`config.mk`:
```
export PLATFORM = sky130hd
export DESIGN_NAME = usb_phy_tx
export DESIGN_NICKNAME = d
export VERILOG_FILES = /design/src/rtl/usb_pkg.sv /design/src/rtl/usb_tx_nrzi.sv /design/src/rtl/usb_phy_tx.sv
export SDC_FILE = /design/constraint.sdc
export NUM_CORES = 1
export LEC_CHECK = 0
export CAP_MARGIN = 30
export CORE_MARGIN = 2
export CORE_UTILIZATION = 40
export CTS_BUF_LIST = sky130_fd_sc_hd__clkbuf_8
export DETAILED_ROUTE_END_ITERATION = 10
export PLACE_DENSITY = 0.61
export REMOVE_ABC_BUFFERS = 1
export SLEW_MARGIN = 0
export SYNTH_ARGS = -nofsm -noshare
export SYNTH_HDL_FRONTEND = slang
export SYNTH_SLANG_ARGS = --single-unit
export TNS_END_PERCENT = 5
```
`constraint.sdc`:
```
create_clock -name clk_48m -period 2.4 [get_ports clk_48m]
set_input_delay 0.24 -clock clk_48m [delete_from_list [all_inputs] [get_ports clk_48m]]
set_output_delay 0.24 -clock clk_48m [all_outputs]
set_load 0.03 [all_outputs]
```
`src/rtl/usb_pkg.sv`:
```
// Shared types and constants for the full-speed USB transmit path.
//   usb_tx_state_t : transmitter FSM states
//   usb_line_t     : {dp, dn} drive encodings for J, K and SE0
package usb_pkg;

  typedef enum logic [2:0] {
    StIdle,
    StSync,
    StData,
    StEopSe0,
    StEopJ
  } usb_tx_state_t;

  typedef enum logic [1:0] {
    LineSe0 = 2'b00,
    LineK   = 2'b01,
    LineJ   = 2'b10
  } usb_line_t;

  localparam logic [7:0]  USB_SYNC         = 8'h80;
  localparam int unsigned USB_STUFF_LEN    = 6;
  localparam int unsigned USB_EOP_SE0_BITS = 2;

endpackage

```
`src/rtl/usb_tx_nrzi.sv`:
```
// Bit-stuff counter and NRZI level register.
//   clk_i, rst_i   : clock, asynchronous active-high reset
//   bit_start_i    : a new bit period begins at the coming edge
//   bit_i          : value of that bit (0 for a stuff bit)
//   pkt_start_i    : first bit of a packet; level restarts from J, run count from 0
//   level_o        : line level for the starting bit (1 = J, 0 = K), held otherwise
//   stuff_req_o    : a run of USB_STUFF_LEN ones has just been sent
module usb_tx_nrzi
  import usb_pkg::*;
(
  input  logic clk_i,
  input  logic rst_i,
  input  logic bit_start_i,
  input  logic bit_i,
  input  logic pkt_start_i,
  output logic level_o,
  output logic stuff_req_o
);

  logic       level_q, level_d;
  logic [2:0] ones_q, ones_d;
  logic       base_level;
  logic [2:0] base_ones;

  always_comb begin
    base_level = pkt_start_i ? 1'b1 : level_q;
    base_ones  = pkt_start_i ? 3'd0 : ones_q;
    level_d    = level_q;
    ones_d     = ones_q;
    if (bit_start_i) begin
      // NRZI: a 0 toggles, a 1 holds.
      level_d = bit_i ? base_level : ~base_level;
      ones_d  = bit_i ? base_ones + 3'd1 : 3'd0;
    end
  end

  assign level_o     = level_d;
  assign stuff_req_o = (ones_q == 3'(USB_STUFF_LEN));

  always_ff @(posedge clk_i or posedge rst_i) begin
    if (rst_i) begin
      level_q <= 1'b1;
      ones_q  <= 3'd0;
    end else begin
      level_q <= level_d;
      ones_q  <= ones_d;
    end
  end

endmodule

```
`src/rtl/usb_phy_tx.sv`:
```
// Full-speed USB line transmitter: SYNC, LSB-first serialisation with bit stuffing,
// NRZI, then EOP (2 bits SE0, 1 bit J).
//   clk_48m, rst               : 48 MHz clock, asynchronous active-high reset
//   tx_valid/tx_data/tx_last   : byte stream from the protocol engine
//   tx_ready                   : byte consumed this cycle (load point)
//   tx_busy                    : packet in progress (tracks output enable)
//   tx_underrun                : no byte available at a load point; packet ends
//   usb_dp_tx/usb_dn_tx        : registered line levels
//   usb_tx_oen                 : 1 while the transmitter drives the lines
module usb_phy_tx
  import usb_pkg::*;
#(
  parameter int unsigned BIT_CLKS = 4
) (
  input  logic       clk_48m,
  input  logic       rst,
  input  logic       tx_valid,
  input  logic [7:0] tx_data,
  input  logic       tx_last,
  output logic       tx_ready,
  output logic       tx_busy,
  output logic       tx_underrun,
  output logic       usb_dp_tx,
  output logic       usb_dn_tx,
  output logic       usb_tx_oen
);

  localparam int unsigned       TimerW    = (BIT_CLKS > 1) ? $clog2(BIT_CLKS) : 1;
  localparam logic [TimerW-1:0] TimerLast = TimerW'(BIT_CLKS - 1);

  usb_tx_state_t     state_q, state_d;
  logic [TimerW-1:0] timer_q, timer_d;
  logic [2:0]        bit_cnt_q, bit_cnt_d;
  logic [7:0]        shift_q, shift_d;
  logic              last_q, last_d;
  usb_line_t         line_q, line_d;
  logic              oen_q, oen_d;

  logic bit_end, bit_start, bit_val, pkt_start;
  logic nrzi_level, stuff_req;

  usb_tx_nrzi u_nrzi (
    .clk_i      (clk_48m),
    .rst_i      (rst),
    .bit_start_i(bit_start),
    .bit_i      (bit_val),
    .pkt_start_i(pkt_start),
    .level_o    (nrzi_level),
    .stuff_req_o(stuff_req)
  );

  assign bit_end = (timer_q == TimerLast);

  always_comb begin
    state_d     = state_q;
    timer_d     = timer_q;
    bit_cnt_d   = bit_cnt_q;
    shift_d     = shift_q;
    last_d      = last_q;
    oen_d       = oen_q;
    bit_start   = 1'b0;
    bit_val     = 1'b0;
    pkt_start   = 1'b0;
    tx_ready    = 1'b0;
    tx_underrun = 1'b0;

    if (state_q != StIdle) begin
      timer_d = bit_end ? '0 : timer_q + 1'b1;
    end

    unique case (state_q)
      StIdle: begin
        if (tx_valid) begin
          // SYNC goes through the same shifter as data, with no last flag.
          state_d   = StSync;
          pkt_start = 1'b1;
          bit_start = 1'b1;
          bit_val   = USB_SYNC[0];
          shift_d   = USB_SYNC;
          last_d    = 1'b0;
          bit_cnt_d = 3'd0;
          oen_d     = 1'b1;
          timer_d   = '0;
        end
      end
      StSync, StData: begin
        if (bit_end) begin
          if (stuff_req) begin
            bit_start = 1'b1;
            bit_val   = 1'b0;
          end else if (bit_cnt_q != 3'd7) begin
            bit_start = 1'b1;
            bit_val   = shift_q[1];
            shift_d   = shift_q >> 1;
            bit_cnt_d = bit_cnt_q + 3'd1;
          end else if (last_q) begin
            state_d   = StEopSe0;
            bit_cnt_d = 3'd0;
          end else if (tx_valid) begin
            // Load point: the final clock of SYNC or of the previous byte.
            tx_ready  = 1'b1;
            state_d   = StData;
            shift_d   = tx_data;
            last_d    = tx_last;
            bit_cnt_d = 3'd0;
            bit_start = 1'b1;
            bit_val   = tx_data[0];
          end else begin
            tx_underrun = 1'b1;
            state_d     = StEopSe0;
            bit_cnt_d   = 3'd0;
          end
        end
      end
      StEopSe0: begin
        if (bit_end) begin
          if (bit_cnt_q == 3'(USB_EOP_SE0_BITS - 1)) begin
            state_d = StEopJ;
          end else begin
            bit_cnt_d = bit_cnt_q + 3'd1;
          end
        end
      end
      StEopJ: begin
        if (bit_end) begin
          state_d = StIdle;
          oen_d   = 1'b0;
        end
      end
      default: state_d = StIdle;
    endcase
  end

  // Kept apart from the FSM block: nrzi_level depends combinationally on bit_start.
  always_comb begin
    line_d = line_q;
    if (bit_start) begin
      line_d = nrzi_level ? LineJ : LineK;
    end else if (state_d == StEopSe0) begin
      line_d = LineSe0;
    end else if (state_d == StEopJ || state_d == StIdle) begin
      line_d = LineJ;
    end
  end

  always_ff @(posedge clk_48m or posedge rst) begin
    if (rst) begin
      state_q   <= StIdle;
      timer_q   <= '0;
      bit_cnt_q <= 3'd0;
      shift_q   <= 8'h00;
      last_q    <= 1'b0;
      line_q    <= LineJ;
      oen_q     <= 1'b0;
    end else begin
      state_q   <= state_d;
      timer_q   <= timer_d;
      bit_cnt_q <= bit_cnt_d;
      shift_q   <= shift_d;
      last_q    <= last_d;
      line_q    <= line_d;
      oen_q     <= oen_d;
    end
  end

  assign usb_dp_tx  = line_q[1];
  assign usb_dn_tx  = line_q[0];
  assign usb_tx_oen = oen_q;
  assign tx_busy    = oen_q;

endmodule

```
==> metrics.md <==
| Metric | Value |
|---|---|
| Leakage power | roughly 0.75 nW |
| Worst Setup Start Kind | flip-flop |
| Worst Hold Class | in2async |
| Most common cell after layout, fill and taps aside | dfrtp_1 |
| CTS sink count | 23 |
| Worst Path Buf+Inv | 1 |
| Main synth FF type | dfrtp_1 |
| Post-synth top area share | a little over a third |
| Nets | 189 |
| Setup violations, final | 0 |
| Non-filler cells, final | around 220 |
| Gate Count Post-Synth | 151 |
| Worst path slowest cell | dfrtp_1 |
| Top-level I/O count | 18 |
| Hold Violations, Final | 0 |
| Met3 routed wirelength | 125 um |
| Core Region | roughly 0.0036 mm2 |
| IO buf count | 17 |
| Layout Skew | 0.001300 ns |
| Synth area leaders | dfrtp_1, mux2_2, mux2i_1, ha_1, nor2_1 |
| Drt first pass iters | 4 |
| Relative slew margins | between 60% and 70% |
| Clock Power Share | between 15 and 20% |
| H-tree depth | 1 |
| Crit. path cell count | 5 |
| Crit-path cells | xnor2_1, or2_4, or2_2, nor4_2, buf_4 |
| All-Layer GR Usage | ~16% |
| Avg Synthesized Cell Area | between 9 and 10 um2 |
| Setup crit end | tx_underrun |
| Fraction of registers with async set/reset | 100.0% |
| Switching share of power | a little under two fifths |
| Worst skew pair latency | ~0.26 ns |
| Internal Power | between 0.9 and 1 mW |
| Postcts setup bufs | 0 |
| Initial core utilization | roughly two fifths |
| EDFF count, synth | 0 |
| Number of global-route vias before repair | ~1100 |
| Filler Cell Count | between 300 and 400 |
| CTS buffer count | 3 |
| Largest area contributor in the netlist | dfrtp_1 |
| Wire length per cell | between 10 and 15 um |
| Top Metal Used | met4 |
| Clock buffer depth | 2 |
| Post-route minimum period | around 2.2 ns |
| Multi-input logic area | just over 800 um2 |
| Vias per cell | ~5.3 |
| CTS clk-pin slew, worst paths | roughly 0.080 ns |
| Initial DRC Count | 40 |
| Sequential Power Share | 39.3% |
| Routed via count | between 1000 and 1500 |
| RSZ-0062 raised after global routing | false |
| Reg-to-reg slack, setup | between 0.2 and 0.25 ns |
| Site row count | 22 |
| Setup TNS Final | 0 ns |
| Critical R2R Launch | state_q[1] |
| Kind of critical path | reg2out |
| Max cap viols | 0 |
| # diodes | 0 |
| Final core utilization | about 49% |
| Initial antenna violation count | 0 |
| Aggregate routed wire length | 3014 um |
| Synth-to-layout area growth | 18.34% |
| Cells on worst reg2reg path | 6 |
| Die W | 64.83 um |
| Worst vdd ir | approximately 320 uV |
| Clock root cell | clkbuf_8 |
| Period utilisation layout | a little over 90% |
| Status | completed |
| Seq cells post-synth | 23 |
| Worst EP required | 2.16 ns |
| Crit path from | state_q[1] |
| Slew Limit Fails | 0 |
| CP Data Arrival Time | 2.00 ns |
| Detailed placer's ending HPWL | about 2300 um |
| Distinct cells, synth | 47 |
| GPL Wtd Cong | 0.8426 |
| Slowest cell delay on critical path | 0.49 ns |
| Ys Warns | 0 |
| Net switching power | approximately 0.58 mW |
| Most frequent cells in the layout | dfrtp_1, nor2_1, clkdlybuf4s50_1 |
| Final ANT Viol Nets | 0 |
| CTS tree | built |
| Seq/Total Area, Yosys | between 30% and 40% |
| Cell family with most CP delay | simple AND/OR/NAND/NOR gates |
| Placed Cells | 214 |
| Hold Buf Count CTS | 0 |
| Largest net degree at the start of global routing | 24 |
| Design area | ~0.0018 mm2 |
| First-pass GRT wire length | 5250 um |
| Critical path endpoint category | primary output |
| Die area | about 0.0042 mm2 |
| Syn Std Cell Area | about 0.0015 mm2 |
| Dpl cell area | about 0.0017 mm2 |
| Sequential cell area | 579.3 um2 |
| Total gr overflow | 0 |
| Share of layout cells above drive strength 1 | about a fifth |
| Die Y-Extent | between 60 and 70 um |
| CP Max Fanout | 10 |
| Worst Tran Pin Value | ~0.55 ns |
| # DRC | 0 |
| Logic pwr share | 44.8% |
| Reg2Reg Capture Point | u_nrzi.ones_q[2] |
| Fmax | 0.4456 GHz |
| Routed wl met2 | 1460 um |
| Met1 Wirelength | approximately 1400 um |
| Pwr Density | 879.4 mW/mm2 |
[stage by stage]
step	hold slack [ns]	setup WS [ns]	total power [mW]
4_1_cts	0.3175	0.02570	1.542
5_1_grt	0.3309	0.07077	1.662
6_report	0.3017	0.1559	1.540
3_5_place_dp	0.4975	0.03896	1.294
3_3_place_gp	0.4727	0.07586	1.266
2_1_floorplan	0.2404	0.006744	1.084
[registers in the layout (all words and copies together) (netlist names)]
name,flops
timer_q,2
tx_busy,1
line_q,2
u_nrzi.ones_q,3
shift_q,7
state_q,3
u_nrzi.level_q,1
last_q,1
bit_cnt_q,3
[tightest hold or removal path, stage by stage]
cell and delay, ns:
clkdlybuf4s50_1 0.39, inv_1 0.05, buf_4 0.28
[metal layers]
metal,GRT usage [%],up-vias
met5,0,-
met3,2.604,2
met4,3.191,0
li1,-,570
met1,21.10,559
met2,27.84,27
[repair_timing]
action / CTS / global route
gates resized for setup: 1 / 2
pin swaps: 0 / 0
setup endpoints to repair: 1 / 2
[cell type report]
type	instances	area share, %
clock buffers	3	2.357
clock inverters	1	0.2857
inverters	8	1.714
multi-input cells	110	46.29
flip-flops and latches	23	33.07
well taps	48	3.429
repair buffers	25	12.86
[Yosys cell counts, types with 4 or more instances]
library cell and n:
inv_1 8, dfrtp_1 21, mux2_2 9, nand3b_1 5
nand2_1 9, nand2b_1 4, ha_1 6, mux2i_1 8
a21oi_1 7, nor2_1 16
[cell families (layout without fill, tap and decap cells)]
family                     after synthesis  after routing  share of synthesized area, %
buffers and inverters                   18             37                         6.762
adders and majority gates                7              7                         5.748
muxes                                   17             17                         12.26
and+or+nand+nor                         53             53                         19.70
DFF                                     23             23                         39.05
xor gates and xnor gates                 4              4                         2.367
AOI/OAI and AO/OA                       29             29                         14.12
[power by group through the flow]
stage          combinational [mW]  sequential, mW  clock [mW]
4_1_cts                     0.689           0.601       0.252
3_3_place_gp                0.664           0.602           0
6_report                    0.691           0.605       0.244
3_5_place_dp                0.685           0.609           0
2_1_floorplan               0.468           0.616           0
5_1_grt                     0.769           0.621       0.273
[how the worst min path moves through the flow]
stage | startpoint | end | slack [ns] | cells after the start
floorplan | rst | bit_cnt_q[0] | 0.24 | 1
global placement | timer_q[0] | timer_q[0] | 0.47 | 1
detailed placement | timer_q[0] | timer_q[0] | 0.50 | 1
CTS | rst | shift_q[3] | 0.32 | 3
global route | rst | shift_q[2] | 0.33 | 3
finish | rst | shift_q[2] | 0.30 | 3
(Power assumes the default switching activity.)
